`src/rtl/pipe_hazard_ctrl.sv`:
```
// RISC15 pipeline control: branch flush, load-use stall and LM/SM micro-op sequencing.
// The LM/SM sequencer is built only when PIPE_HAZARD_CTRL_LMSM_EN is defined.
module pipe_hazard_ctrl (
    input  logic        clk,
    input  logic        reset,
    input  logic [15:0] ir_id,
    input  logic        src_a_vld,
    input  logic [2:0]  src_a,
    input  logic        src_b_vld,
    input  logic [2:0]  src_b,
    input  logic        ex_load,
    input  logic [2:0]  ex_dest,
    input  logic        br_taken,
    output logic        pc_hold,
    output logic        ir_hold,
    output logic        flush,
    output logic        bubble,
    output logic        seq_valid,
    output logic        seq_store,
    output logic [2:0]  seq_reg,
    output logic [2:0]  seq_offset,
    output logic        seq_last
);
    localparam logic [3:0] OP_LM = 4'b0110;
    localparam logic [3:0] OP_SM = 4'b0111;

    logic load_use;
    logic pc_hold_c, ir_hold_c, flush_c, bubble_c;
    logic seq_valid_c, seq_store_c, seq_last_c;
    logic [2:0] seq_reg_c, seq_offset_c;
    logic unused_bits;

    assign unused_bits = &{1'b0, ir_id};

    assign load_use = ex_load && ((src_a_vld && (src_a == ex_dest)) ||
                                  (src_b_vld && (src_b == ex_dest)));

`ifdef PIPE_HAZARD_CTRL_LMSM_EN
    typedef enum logic {IDLE, SEQ} state_t;

    state_t     state_reg, state_next;
    logic [7:0] mask_reg, mask_next;
    logic [2:0] cnt_reg, cnt_next;
    logic       store_reg, store_next;
    logic       is_lmsm, is_sm;
    logic [7:0] src_list, rem_list;
    logic [2:0] sel;

    // Fixed priority encoder: scanning downward lets the lowest set bit win.
    function automatic logic [2:0] lowest_bit(input logic [7:0] v);
        logic [2:0] idx;
        idx = 3'd0;
        for (int i = 7; i >= 0; i--) begin
            if (v[i]) idx = 3'(i);
        end
        return idx;
    endfunction

    assign is_sm    = (ir_id[15:12] == OP_SM);
    assign is_lmsm  = (ir_id[15:12] == OP_LM) || is_sm;
    assign src_list = (state_reg == SEQ) ? mask_reg : ir_id[7:0];
    assign sel      = lowest_bit(src_list);
    assign rem_list = src_list & ~(8'd1 << sel);

    always_ff @(posedge clk or negedge reset) begin
        if (!reset) begin
            state_reg <= IDLE;
            mask_reg  <= 8'd0;
            cnt_reg   <= 3'd0;
            store_reg <= 1'b0;
        end else begin
            state_reg <= state_next;
            mask_reg  <= mask_next;
            cnt_reg   <= cnt_next;
            store_reg <= store_next;
        end
    end

    always_comb begin
        state_next   = state_reg;
        mask_next    = mask_reg;
        cnt_next     = cnt_reg;
        store_next   = store_reg;
        pc_hold_c    = 1'b0;
        ir_hold_c    = 1'b0;
        flush_c      = 1'b0;
        bubble_c     = 1'b0;
        seq_valid_c  = 1'b0;
        seq_store_c  = 1'b0;
        seq_reg_c    = 3'd0;
        seq_offset_c = 3'd0;
        seq_last_c   = 1'b0;

        if (br_taken) begin
            flush_c  = 1'b1;
            bubble_c = 1'b1;
            if (state_reg == SEQ) begin
                mask_next  = 8'd0;
                cnt_next   = 3'd0;
                state_next = IDLE;
            end
        end else if (state_reg == IDLE) begin
            if (load_use) begin
                pc_hold_c = 1'b1;
                ir_hold_c = 1'b1;
                bubble_c  = 1'b1;
            end else if (is_lmsm) begin
                if (ir_id[7:0] != 8'd0) begin
                    seq_valid_c  = 1'b1;
                    seq_reg_c    = sel;
                    seq_store_c  = is_sm;
                    mask_next    = rem_list;
                    cnt_next     = 3'd1;
                    store_next   = is_sm;
                    if (rem_list != 8'd0) begin
                        pc_hold_c  = 1'b1;
                        ir_hold_c  = 1'b1;
                        state_next = SEQ;
                    end else begin
                        seq_last_c = 1'b1;
                    end
                end else begin
                    // Empty register list does no work; squash it.
                    bubble_c = 1'b1;
                end
            end
        end else begin
            seq_valid_c  = 1'b1;
            seq_reg_c    = sel;
            seq_offset_c = cnt_reg;
            seq_store_c  = store_reg;
            mask_next    = rem_list;
            cnt_next     = cnt_reg + 3'd1;
            if (rem_list == 8'd0) begin
                seq_last_c = 1'b1;
                state_next = IDLE;
            end else begin
                pc_hold_c = 1'b1;
                ir_hold_c = 1'b1;
            end
        end
    end
`else
    always_comb begin
        pc_hold_c    = 1'b0;
        ir_hold_c    = 1'b0;
        flush_c      = 1'b0;
        bubble_c     = 1'b0;
        seq_valid_c  = 1'b0;
        seq_store_c  = 1'b0;
        seq_reg_c    = 3'd0;
        seq_offset_c = 3'd0;
        seq_last_c   = 1'b0;
        if (br_taken) begin
            flush_c  = 1'b1;
            bubble_c = 1'b1;
        end else if (load_use) begin
            pc_hold_c = 1'b1;
            ir_hold_c = 1'b1;
            bubble_c  = 1'b1;
        end
    end
`endif

    // Outputs are forced low while reset is asserted, whatever the inputs say.
    assign pc_hold    = reset & pc_hold_c;
    assign ir_hold    = reset & ir_hold_c;
    assign flush      = reset & flush_c;
    assign bubble     = reset & bubble_c;
    assign seq_valid  = reset & seq_valid_c;
    assign seq_store  = reset & seq_store_c;
    assign seq_reg    = reset ? seq_reg_c : 3'd0;
    assign seq_offset = reset ? seq_offset_c : 3'd0;
    assign seq_last   = reset & seq_last_c;

endmodule

```
`config.mk`:
```
export PLATFORM = sky130hd
export DESIGN_NAME = pipe_hazard_ctrl
export DESIGN_NICKNAME = d
export VERILOG_FILES = /design/src/rtl/pipe_hazard_ctrl.sv
export SDC_FILE = /design/constraint.sdc
export NUM_CORES = 1
export LEC_CHECK = 0
export ABC_AREA = 1
export BUFFER_PORTS_ARGS = -buffer_cell sky130_fd_sc_hd__clkbuf_2
export CAP_MARGIN = 20
export CORE_AREA = 5 5 42 44
export DETAILED_ROUTE_END_ITERATION = 10
export DIE_AREA = 0 0 47 49
export SETUP_SLACK_MARGIN = 0.1
export SLEW_MARGIN = 20
export SYNTH_ARGS = -nofsm -noshare
export SYNTH_HDL_FRONTEND = slang
export SYNTH_SLANG_ARGS = --single-unit
```
`constraint.sdc`:
```
create_clock -name vclk -period 1.05
set_input_delay 0.0525 -clock vclk [all_inputs]
set_output_delay 0.0525 -clock vclk [all_outputs]
set_load 0.01 [all_outputs]
```
# Yosys cells after proc, flatten, opt, wreduce, memory -nomap -nowiden

Cells that the tools add are included.

Logic and storage cells: 13
Register bits after elaboration: 0
Output and inout port bits: 13
Input port bits: 31

Bitwise gates (word level): 3
Multiplexer cells: 4
Reduce and logical (&&, ||, !) cells: 4
Equal/unequal tests: 2

Operators by type and width:

| cell                | count |
|---|---|
| $eq A3 B3 Y1        | 2 |
| $mux W1             | 4 |
| $and A1 B1 Y1       | 3 |
| $logic_and A1 B1 Y1 | 3 |
| $logic_or A1 B1 Y1  | 1 |

# Depth between registers and ports, before layout

Depth after elaboration: 7
Depth in mapped cells: 9

# Worst setup path before layout

OpenSTA, ideal clock, no wires.

Kind: input to output
From: in src_a[1]
To: out pc_hold
Slack: 0.303 ns
Buffers on the path: 1
Required time: 0.998 ns
Cell stages on the path: 9
Arrival: 0.694 ns
Cells stage by stage: inv_1 > nand2_1 > nand2_1 > nor2_2 > nand2_1 > nand2_1 > nand2_2 > nor2_2 > buf_4

Cells in the longest elaborated chain, start to end: 7

Ends and longest elaborated chain:

| item                 | RTL line | source |
|---|---|---|
| start: declaration   | 8        | `input logic [2:0] src_a,` |
| $eq A3 B3 Y1         | 35       | `assign load_use = ex_load && ((src_a_vld && (src_a == ex_dest)) \|\|` |
| $logic_and A1 B1 Y1  | 35       |  |
| $logic_or A1 B1 Y1   | 35       |  |
| $logic_and A1 B1 Y1  | 35       |  |
| $mux W1 (2 in a row) | -        |  |
| $and A1 B1 Y1        | -        |  |
| end: declaration     | 14       | `output logic pc_hold,` |

Every way passes these cells.

# Worst setup path after layout

From: in src_b[2]
To: out pc_hold

Cells in the longest elaborated chain, start to end: 7

Ends and longest elaborated chain:

| item                | RTL line | source |
|---|---|---|
| start: declaration  | 10       | `input logic [2:0] src_b,` |
| $eq A3 B3 Y1        | 36       | `(src_b_vld && (src_b == ex_dest)));` |
| $logic_and A1 B1 Y1 | 36       |  |
| $logic_or A1 B1 Y1  | 35       |  |
| $logic_and A1 B1 Y1 | 35       |  |
| $mux W1             | 157      | `end else if (load_use) begin` |
| $mux W1             | 154      | `if (br_taken) begin` |
| $and A1 B1 Y1       | 166      | `assign pc_hold = reset & pc_hold_c;` |

Every way passes these cells.

==> impl_metrics.env <==
export IMPL_synth_area_um2=240
export IMPL_cap_violations=0
export IMPL_yosysSeqAreaShare_pct=0
export IMPL_report_final_slew_viol_count=0
export IMPL_final_setup_tns_ns=0
export IMPL_startpoint_type="input pin"
export IMPL_criticalPathCategory="in -> out"
export IMPL_synth_area_top_cells="nand2_1 (34%), buf_4 (31%), inv_1 (17%)"
export IMPL_worstPathCellList="clkbuf_2 > inv_1 > nand2_1 > nand2_1 > nor2_1 > nand2_1 > nand2_1 > nand2_2 > nor2_2 > buf_2"
export IMPL_holdPathStages=3
export IMPL_avgSynthCellArea_um2=4.62
export IMPL_path_buf_inv=3
export IMPL_clock_fmax_ghz=1.18
export IMPL_initial_core_util_pct=17.1
export IMPL_area_growth_syn_to_layout_pct=42.2
export IMPL_critical_path_top_delay_family="simple AND/OR/NAND/NOR gates"
export IMPL_whs_endpoint="ir_hold"
export IMPL_cpMaxStageDelayCell="buf_2"
export IMPL_hold_path_class="in -> out"
export IMPL_vias=283
export IMPL_vias_per_cell=3.37
export IMPL_groute_usage_overall_pct=4.07
export IMPL_die_area_mm2=0.00230
export IMPL_rows=14
export IMPL_fillCellCount=182
export IMPL_drc_errors=0
export IMPL_ys_types=7
export IMPL_syn_inst=52
export IMPL_ant_nets=0
export IMPL_path_depth=10
export IMPL_vdd_drop_max_uv=83.2
export IMPL_port_buffers=18
export IMPL_postCtsSetupBuffers=0
export IMPL_yosys_area_share_adder_pct=0
export IMPL_die_width_um=47
export IMPL_dp_slack_ns=0.172
export IMPL_wl_per_cell_um=6.17
export IMPL_path_max_fanout=2
export IMPL_routed_wl_um=518
export IMPL_power_density_mw_per_mm2=330
export IMPL_fin_util_pct=24.4
export IMPL_p_leak_uw=0.000256
export IMPL_grt_pass1_wl_um=793
export IMPL_finalCriticalPeriod_ns=0.846
export IMPL_rsz0062_at_grt="false"
export IMPL_die_h_um=49
export IMPL_dp_hpwl_um=504
export IMPL_core_area_mm2=0.00140
export IMPL_hold_viol=0
export IMPL_n_clock_buffer=0
export IMPL_drt_iter0_drc=0
export IMPL_drive_gt1_share_pct=36.8
export IMPL_fin_nets=101
export IMPL_cpPeakStageDelay_ns=0.14
export IMPL_hold_start="br_taken"
export IMPL_yosys_mux_area_fraction_pct=0
export IMPL_setup_violations=0
export IMPL_worstPathRequired_ns=1.00
export IMPL_gp_congestion=0.640
export IMPL_synth_compound_area_share_pct=0
export IMPL_multi_input_area_um2=159
export IMPL_status="finished clean"
export IMPL_yosysTopAreaCellShare_pct=34.4
export IMPL_place_inst=84
export IMPL_pin_count=44
export IMPL_grt_max_degree=5
export IMPL_grt_overflow_total=0
export IMPL_synth_top_cell_by_area="nand2_1"
export IMPL_holdBufCountCts=0
export IMPL_cp_arrival_ns=0.79
export IMPL_synth_top_family_by_area="simple AND/OR/NAND/NOR gates"
export IMPL_crit_top_cell="nand2_1"
export IMPL_endpoint_kind="output port"
export IMPL_worst_slack_ns=0.204
export IMPL_final_cells=84
export IMPL_yosys_area_share_simple_pct=50.0
export IMPL_diodes=0
export IMPL_finalCritPeriodShare_pct=80.6
export IMPL_hold_ws_ns=0.350
export IMPL_ys_warn_count=0
export IMPL_seqCellArea_um2=0
export IMPL_first_global_vias=223
export IMPL_synth_xor_area_share_pct=0
export IMPL_seq_cells=0
export IMPL_antenna_found_initial=0
export IMPL_drt_pass1_iterations=1
-- metal layers --
layer	vias to the layer above	part of all wire, %	track usage (%)
li1	158	-	-
met1	112	34	5.00
met2	13	51	7.69
met3	0	15	0.369
met4	0	0	0
met5	-	0	0
-- cell families after synthesis --
group,after synthesis
AND/OR/NAND/NOR,30
buffers and inverters,21
other,1
-- layout by cell type (no fill, tap or decap) --
cell type	count
nand2_2	3
inv_1	9
buf_6	5
nand2_1	20
buf_2	1
nor2_1	5
inv_2	2
nor2_2	2
conb_1	9
clkbuf_2	12
-- metrics by stage --
step / total power [uW] / instance area (um2)
floorplan: 82.4 / 270
global placement: 97.2 / 305
detailed placement: 98.7 / 305
CTS: 99.0 / 305
global route: 128 / 342
finish: 113 / 342
-- timing repair --
action,4_1_cts,5_1_grt
hold endpoints to repair,0,0
endpoints found under the setup margin,0,2
resized for setup,0,16
-- how the worst max path moves through the flow --
stage / from / to / slack (ns)
3_5_place_dp: ex_dest[1] / pc_hold / 0.17
4_1_cts: ex_dest[1] / pc_hold / 0.17
3_3_place_gp: ex_dest[1] / pc_hold / 0.18
2_1_floorplan: src_a[1] / pc_hold / 0.30
6_report: src_b[2] / pc_hold / 0.20
5_1_grt: src_b[2] / pc_hold / 0.10
-- synth_stat cells --
| master | number |
|---|---|
| buf_4 | 10 |
| conb_1 | 1 |
| inv_1 | 11 |
| nand2_1 | 22 |
| nand2_2 | 1 |
| nor2_1 | 5 |
| nor2_2 | 2 |
-- power by group --
| part | switching, uW | leakage (uW) | internal [uW] |
|---|---|---|---|
| sequential | 0 | 0 | 0 |
| clock | 0 | 0 | 0 |
| combinational | 60.0 | 0.000256 | 52.7 |
-- cell type report --
class / count / share of cell area [%]
well taps: 16 / 5.86
repair buffers: 18 / 35.5
multi-input cells: 39 / 46.5
inverters: 11 / 12.1
(Power assumes the default switching activity.)
